--- src/rtl/fifo_rd_stream_pkg.sv ---
// Shared helpers for the FIFO read-side stream adapter.
// Holds the clog2 helper and parameter legality limits.
package fifo_rd_stream_pkg;

   localparam int MIN_READ_LATENCY = 1;
   localparam int MAX_READ_LATENCY = 4;
   localparam int MIN_BUF_DEPTH    = 2;
   localparam int MAX_BUF_DEPTH    = 16;

   function automatic int clog2(input int value);
      int result;
      result = 0;
      for (int i = 0; i < 31; i++) begin
         if ((1 << i) < value) result = i + 1;
      end
      return result;
   endfunction

   function automatic bit is_pow2(input int value);
      return (value > 0) && ((value & (value - 1)) == 0);
   endfunction

   function automatic bit params_legal(
      input int read_latency,
      input int buf_depth
   );
      return (read_latency >= MIN_READ_LATENCY)
          && (read_latency <= MAX_READ_LATENCY)
          && (buf_depth >= MIN_BUF_DEPTH)
          && (buf_depth <= MAX_BUF_DEPTH)
          && is_pow2(buf_depth);
   endfunction

endpackage

--- src/rtl/fifo_rd_credit.sv ---
// Read-issue credit logic: strobe generation and latency tracking.
// Ports: clk, rst, fifo_empty, occ, pop in; fifo_rd_en, capture out.
module fifo_rd_credit
   import fifo_rd_stream_pkg::*;
#(
   parameter int READ_LATENCY = 1,
   parameter int BUF_DEPTH    = 2
) (
   input  logic                     clk,
   input  logic                     rst,
   input  logic                     fifo_empty,
   input  logic [clog2(BUF_DEPTH):0] occ,
   input  logic                     pop,
   output logic                     fifo_rd_en,
   output logic                     capture
);

   localparam int OW = clog2(BUF_DEPTH) + 1;
   localparam int SW = OW + 1;
   localparam logic [SW-1:0] DEPTH = SW'(BUF_DEPTH);

   // One bit per outstanding strobe; the top bit marks
   // the cycle in which the FIFO presents that word.
   logic [READ_LATENCY-1:0] lat_sr_q;
   logic [READ_LATENCY-1:0] lat_sr_d;
   logic [OW-1:0]           inflight;
   logic [SW-1:0]           credit_used;

   always_comb begin
      inflight = '0;
      for (int i = 0; i < READ_LATENCY; i++) begin
         inflight = inflight + OW'(lat_sr_q[i]);
      end
      credit_used = SW'(occ) + SW'(inflight);
      // A full credit pool may still issue when a pop
      // frees a slot this same cycle.
      fifo_rd_en = !rst && !fifo_empty
                && ((credit_used < DEPTH)
                 || ((credit_used == DEPTH) && pop));
      lat_sr_d = (lat_sr_q << 1)
               | READ_LATENCY'(fifo_rd_en);
      capture  = lat_sr_q[READ_LATENCY-1];
   end

   always_ff @(posedge clk or posedge rst) begin
      if (rst) begin
         lat_sr_q <= '0;
      end else begin
         lat_sr_q <= lat_sr_d;
      end
   end

endmodule

--- src/rtl/fifo_rd_stream.sv ---
// FIFO read side to valid/ready stream adapter with local buffer.
// Ports: clk, rst, fifo_empty/fifo_rd_en/fifo_data, m_valid/m_ready/m_data, level.
module fifo_rd_stream
   import fifo_rd_stream_pkg::*;
#(
   parameter int BYTE_WIDTH   = 1,
   parameter int READ_LATENCY = 1,
   parameter int BUF_DEPTH    = 2
) (
   input  logic                      clk,
   input  logic                      rst,
   input  logic                      fifo_empty,
   output logic                      fifo_rd_en,
   input  logic [BYTE_WIDTH*8-1:0]   fifo_data,
   output logic                      m_valid,
   input  logic                      m_ready,
   output logic [BYTE_WIDTH*8-1:0]   m_data,
   output logic [clog2(BUF_DEPTH):0] level
);

   localparam int DW = BYTE_WIDTH * 8;
   localparam int AW = clog2(BUF_DEPTH);
   localparam int OW = AW + 1;

   if (!params_legal(READ_LATENCY, BUF_DEPTH)) begin : g_bad_params
      $error("fifo_rd_stream: illegal READ_LATENCY or BUF_DEPTH");
   end

   logic [DW-1:0] buf_q [BUF_DEPTH];
   logic [DW-1:0] buf_d [BUF_DEPTH];
   logic [AW-1:0] wr_ptr_q;
   logic [AW-1:0] wr_ptr_d;
   logic [AW-1:0] rd_ptr_q;
   logic [AW-1:0] rd_ptr_d;
   logic [OW-1:0] occ_q;
   logic [OW-1:0] occ_d;
   logic          capture;
   logic          pop;

   fifo_rd_credit #(
      .READ_LATENCY (READ_LATENCY),
      .BUF_DEPTH    (BUF_DEPTH)
   ) u_credit (
      .clk        (clk),
      .rst        (rst),
      .fifo_empty (fifo_empty),
      .occ        (occ_q),
      .pop        (pop),
      .fifo_rd_en (fifo_rd_en),
      .capture    (capture)
   );

   // Outputs depend on registered state only.
   assign m_valid = (occ_q != '0);
   assign m_data  = buf_q[rd_ptr_q];
   assign level   = occ_q;
   assign pop     = m_valid && m_ready;

   always_comb begin
      buf_d    = buf_q;
      wr_ptr_d = wr_ptr_q;
      rd_ptr_d = rd_ptr_q;
      occ_d    = occ_q;
      if (capture) begin
         buf_d[wr_ptr_q] = fifo_data;
         wr_ptr_d        = wr_ptr_q + 1'b1;
      end
      if (pop) begin
         rd_ptr_d = rd_ptr_q + 1'b1;
      end
      // Capture and pop together leave occ unchanged;
      // the popped word is the old head entry.
      unique case (1'b1)
         capture && !pop: occ_d = occ_q + 1'b1;
         pop && !capture: occ_d = occ_q - 1'b1;
         default: ;
      endcase
   end

   always_ff @(posedge clk or posedge rst) begin
      if (rst) begin
         buf_q    <= '{default: '0};
         wr_ptr_q <= '0;
         rd_ptr_q <= '0;
         occ_q    <= '0;
      end else begin
         buf_q    <= buf_d;
         wr_ptr_q <= wr_ptr_d;
         rd_ptr_q <= rd_ptr_d;
         occ_q    <= occ_d;
      end
   end

endmodule
--- config.mk ---
export PLATFORM = sky130hd
export DESIGN_NAME = fifo_rd_stream
export DESIGN_NICKNAME = d
export VERILOG_FILES = /design/src/rtl/fifo_rd_stream_pkg.sv /design/src/rtl/fifo_rd_credit.sv /design/src/rtl/fifo_rd_stream.sv
export SDC_FILE = /design/constraint.sdc
export NUM_CORES = 1
export LEC_CHECK = 0
export ABC_AREA = 1
export ABC_CLOCK_PERIOD_IN_PS = 1500
export BUFFER_PORTS_ARGS = -buffer_cell sky130_fd_sc_hd__buf_2
export CAP_MARGIN = 40
export CORE_MARGIN = 8
export CORE_UTILIZATION = 28
export CTS_CLUSTER_DIAMETER = 60
export CTS_CLUSTER_SIZE = 28
export DETAILED_ROUTE_END_ITERATION = 8
export GPL_TIMING_DRIVEN = 0
export PLACE_DENSITY = 0.53
export SLEW_MARGIN = 20
export SYNTH_ARGS = -nofsm -noshare
export SYNTH_HDL_FRONTEND = slang
export SYNTH_SLANG_ARGS = --single-unit
export TNS_END_PERCENT = 50
--- constraint.sdc ---
create_clock -name clk -period 1.5 [get_ports clk]
set_clock_uncertainty 0.15 [all_clocks]
set_input_delay 0.075 -clock clk [delete_from_list [all_inputs] [get_ports clk]]
set_output_delay 0.075 -clock clk [all_outputs]
set_load 0.02 [all_outputs]
==> run summary <==
The HPWL reported at the end of detailed placement came out at 1552 um. The clock latency of the later-clocked register in the worst-skew pair is 0.25 ns. Across the VDD grid, the largest voltage drop is 0.4888 mV. During placement, the flow inserted port buffers numbering 23.

The via density per instance is 4.167. The endpoint type of the worst setup path is an output pin. The completed layout was analyzed and its total power is 3.193 mW. TritonCTS built the clock tree. Headroom to the max-slew limit came out at 88.83%. The flip-flop and latch count after synthesis came out at 21. The die area is 5902 um^2. The die is 76.83 um wide. The initial antenna violation count came out at 0. The core box area is 3606 um^2.

Global routing used 8.090% of the available tracks. The number of remaining DRC errors came out at 0. The share of final-layout standard cells stronger than drive strength 1 is 47.33%. The synthesized area per cell is 9.867 um^2. The worst-margin pin slew came out at 0.1670 ns. The layout filler cell count came out at 357.

The minimum clock period after layout came out at 1.792 ns. The highest achievable clock rate came out at 558.1 MHz. The number of DRC markers in iteration 0 is 39. The count of inserted antenna diode cells is 0.

The area of the multi-input gates came out at 481.7 um^2. The first-pass GRT wire length is 3919 um. The area occupied by registers came out at 528.0 um^2. The number of I/O pins came out at 24. The cell area after placement is 1236 um^2. In this run the clock root is driven by a clkbuf_8.

The routed length per instance came out at 11.65 um. In the synthesized netlist the dominant register cell turns out to be dfrtp_1. The count of vias placed by the detailed router is 825.

The cell area power density is 2073 nW/um^2. In this run, synthesis inferred 0 flip-flops with an integrated enable. The share of synthesized registers carrying an async set or reset is 100.0%. After synthesis, the most frequently instantiated cells are nand2_1, dfrtp_1, inv_1. The first detailed-routing pass took 2 iterations. The flow ran to the end, but the final reports show violations. The relative area change from synthesis to final layout is 48.67%. Data arrives at the worst endpoint at 1.57 ns.

After clock tree synthesis, the clock-pin slew on the worst setup and hold paths is 0.07 ns. The synthesized design devotes to its leading area cell type 50.72% of total area. The tool flagged a number of max-cap violations equal to 0.

Of the available clock period, the critical path in the final layout requires 119.5%. The final setup slack of the worst path is -0.2919 ns. The finished layout cell area is 1540 um^2. For this design, the sink count on the clock tree is 21. Yosys instantiated no cell more often than nand2_1. The pin count of the biggest net entering global routing came out at 22. The initial utilization of the core area, before any placement, comes to 28.73%. The netlist area before placement came out at 1036 um^2. In this run the number of H-tree levels came out at 1.

The total count of hold-check failures in the final report came out at 0. The min-delay analysis places its worst path in the category input port to flop. In the post-synthesis netlist, the biggest area contributors are dfrtp_1, mux2_2, nand2_1. The number of cells produced by synthesis is 105. The final weighted congestion in routability-driven placement is 0.7161. The number of global-route vias before repair came out at 854. Once detail routing completed, the nets flagged for antenna violations numbered 0. In this run the worst path has a maximum fanout of 2. The type of the worst setup path is flop to output pin.

The type of origin of the critical path is a flop. TritonCTS created 3 clock buffers. The checks that failed: setup timing.

The floorplan die height is 76.83 um. The largest area contributor in the synthesized netlist is dfrtp_1. The net count of the finished layout came out at 167. The setup violation total in the final timing report is 5.

The required arrival time at the worst endpoint came out at 1.27 ns. The sequential fraction of the synthesis area is 50.72%. The total congestion overflow after global routing is 0.

The max-slew violation count is 0. The leakage power summed over all cells came out at 0.7786 nW. The warning count from the yosys run is 0. The routed design has 2306 um of wire. The number of rows created at floorplan is 22. The post-synth net total is 121. In this run the deepest clock path goes through 2 buffers. Synthesis instantiated 21 different standard cells from the library. Setup repair after global routing could not meet its margin everywhere.
-- registers in the layout, summed over array words and instances (netlist names) --
register,flops
buf_q,16
level,2
rd_ptr_q,1
u_credit.capture,1
wr_ptr_q,1
-- final timing paths --
check                                          start                    endpoint  slack (ns)  cells after the start
max in group asynchronous                        rst        level[0]$_DFFE_PP0P_        0.78                      4
worst min register to register  buf_q[5]$_DFFE_PP0P_        buf_q[5]$_DFFE_PP0P_        0.33                      2
worst min-delay path                         m_ready        rd_ptr_q$_DFFE_PP0P_        0.06                      4
min in group asynchronous                        rst  u_credit.capture$_DFF_PP0_        0.07                      3
worst max-delay path            level[0]$_DFFE_PP0P_                  fifo_rd_en       -0.29                      8
worst max register to register  level[0]$_DFFE_PP0P_        level[1]$_DFFE_PP0P_       -0.15                      8
-- worst max-delay path, cell delays in order (launching register included) --
cell     delay (ns)
dfrtp_2        0.40
ha_4           0.14
inv_2          0.04
ha_4           0.24
nand2_1        0.04
nor2_1         0.09
nand2_1        0.09
a21oi_4        0.14
buf_6          0.13
-- layer usage --
layer / share of wire, % / vias to the layer above / global-route usage (%)
met4: 1.2 / 0 / 4.038
met3: 4.5 / 2 / 2.564
met2: 48 / 14 / 12.91
met5: 0 / - / 0
met1: 46 / 391 / 9.511
li1: - / 418 / -
-- final cells by class --
| type | count | area share [%] |
|---|---|---|
| Buffer | 4 | 3.249 |
| Inverter | 17 | 4.143 |
| Timing Repair Buffer | 41 | 20.23 |
| Multi-Input combinational cell | 63 | 31.28 |
| Sequential cell | 21 | 34.28 |
| Clock buffer | 4 | 2.924 |
| Tap cell | 48 | 3.899 |
-- kinds of logic after synthesis --
| logic type | share of synthesized area (%) |
|---|---|
| adder cells (fa/ha/maj) | 4.831 |
| flip-flops | 50.72 |
| buffers and inverters | 10.02 |
| AND/OR/NAND/NOR | 12.92 |
| XOR/XNOR | 1.691 |
| AO/OA/AOI/OAI | 11.11 |
| multiplexers | 8.696 |
-- placed cells by master (no fill, tap or decap), types with 2 or more instances in the layout --
master         instances
buf_2                 18
buf_4                  8
buf_6                  7
clkbuf_8               3
dfrtp_1               19
dfrtp_2                2
dlygate4sd3_1          9
ha_4                   2
inv_1                 14
inv_2                  3
mux2_2                 5
mux2_4                 3
nand2_1               22
nand2_2                2
nor2_4                 2
o21ai_0                8
o21ai_2                8
-- stage by stage --
| step | setup WS, ns | hold WS, ns | instances | utilization, % | setup TNS, ns |
|---|---|---|---|---|---|
| 6_report | -0.2919 | 0.05753 | 198 | 42.71 | -0.6631 |
| 5_1_grt | -0.4119 | 0.05012 | 198 | 42.71 | -1.341 |
| 4_1_cts | -0.3082 | 0.03486 | 193 | 39.73 | -0.4496 |
| 3_5_place_dp | -0.1529 | 0.1153 | 176 | 34.28 | -0.2301 |
| 3_3_place_gp | -0.1299 | 0.1139 | 176 | 34.28 | -0.1548 |
| 2_1_floorplan | -0.07372 | -0.09854 | 105 | - | -0.1617 |
-- power by group --
part	total, mW	leakage (nW)	internal [mW]	switching, mW
Clock	0.358	0.0228	0.189	0.170
Combinational	1.80	0.502	0.908	0.894
Sequential	1.03	0.254	0.849	0.184
Total	3.19	0.779	1.95	1.25
-- what timing repair did --
action                                  CTS  global route
gates cloned                              0             1
pin swaps                                 5             1
endpoints found under the setup margin   18            20
endpoints found under the hold margin    37             0
setup buffers                             4             3
hold buffers                              9             0
resized for setup                         9            23
Note: power is estimated with default switching activity, not from simulation.
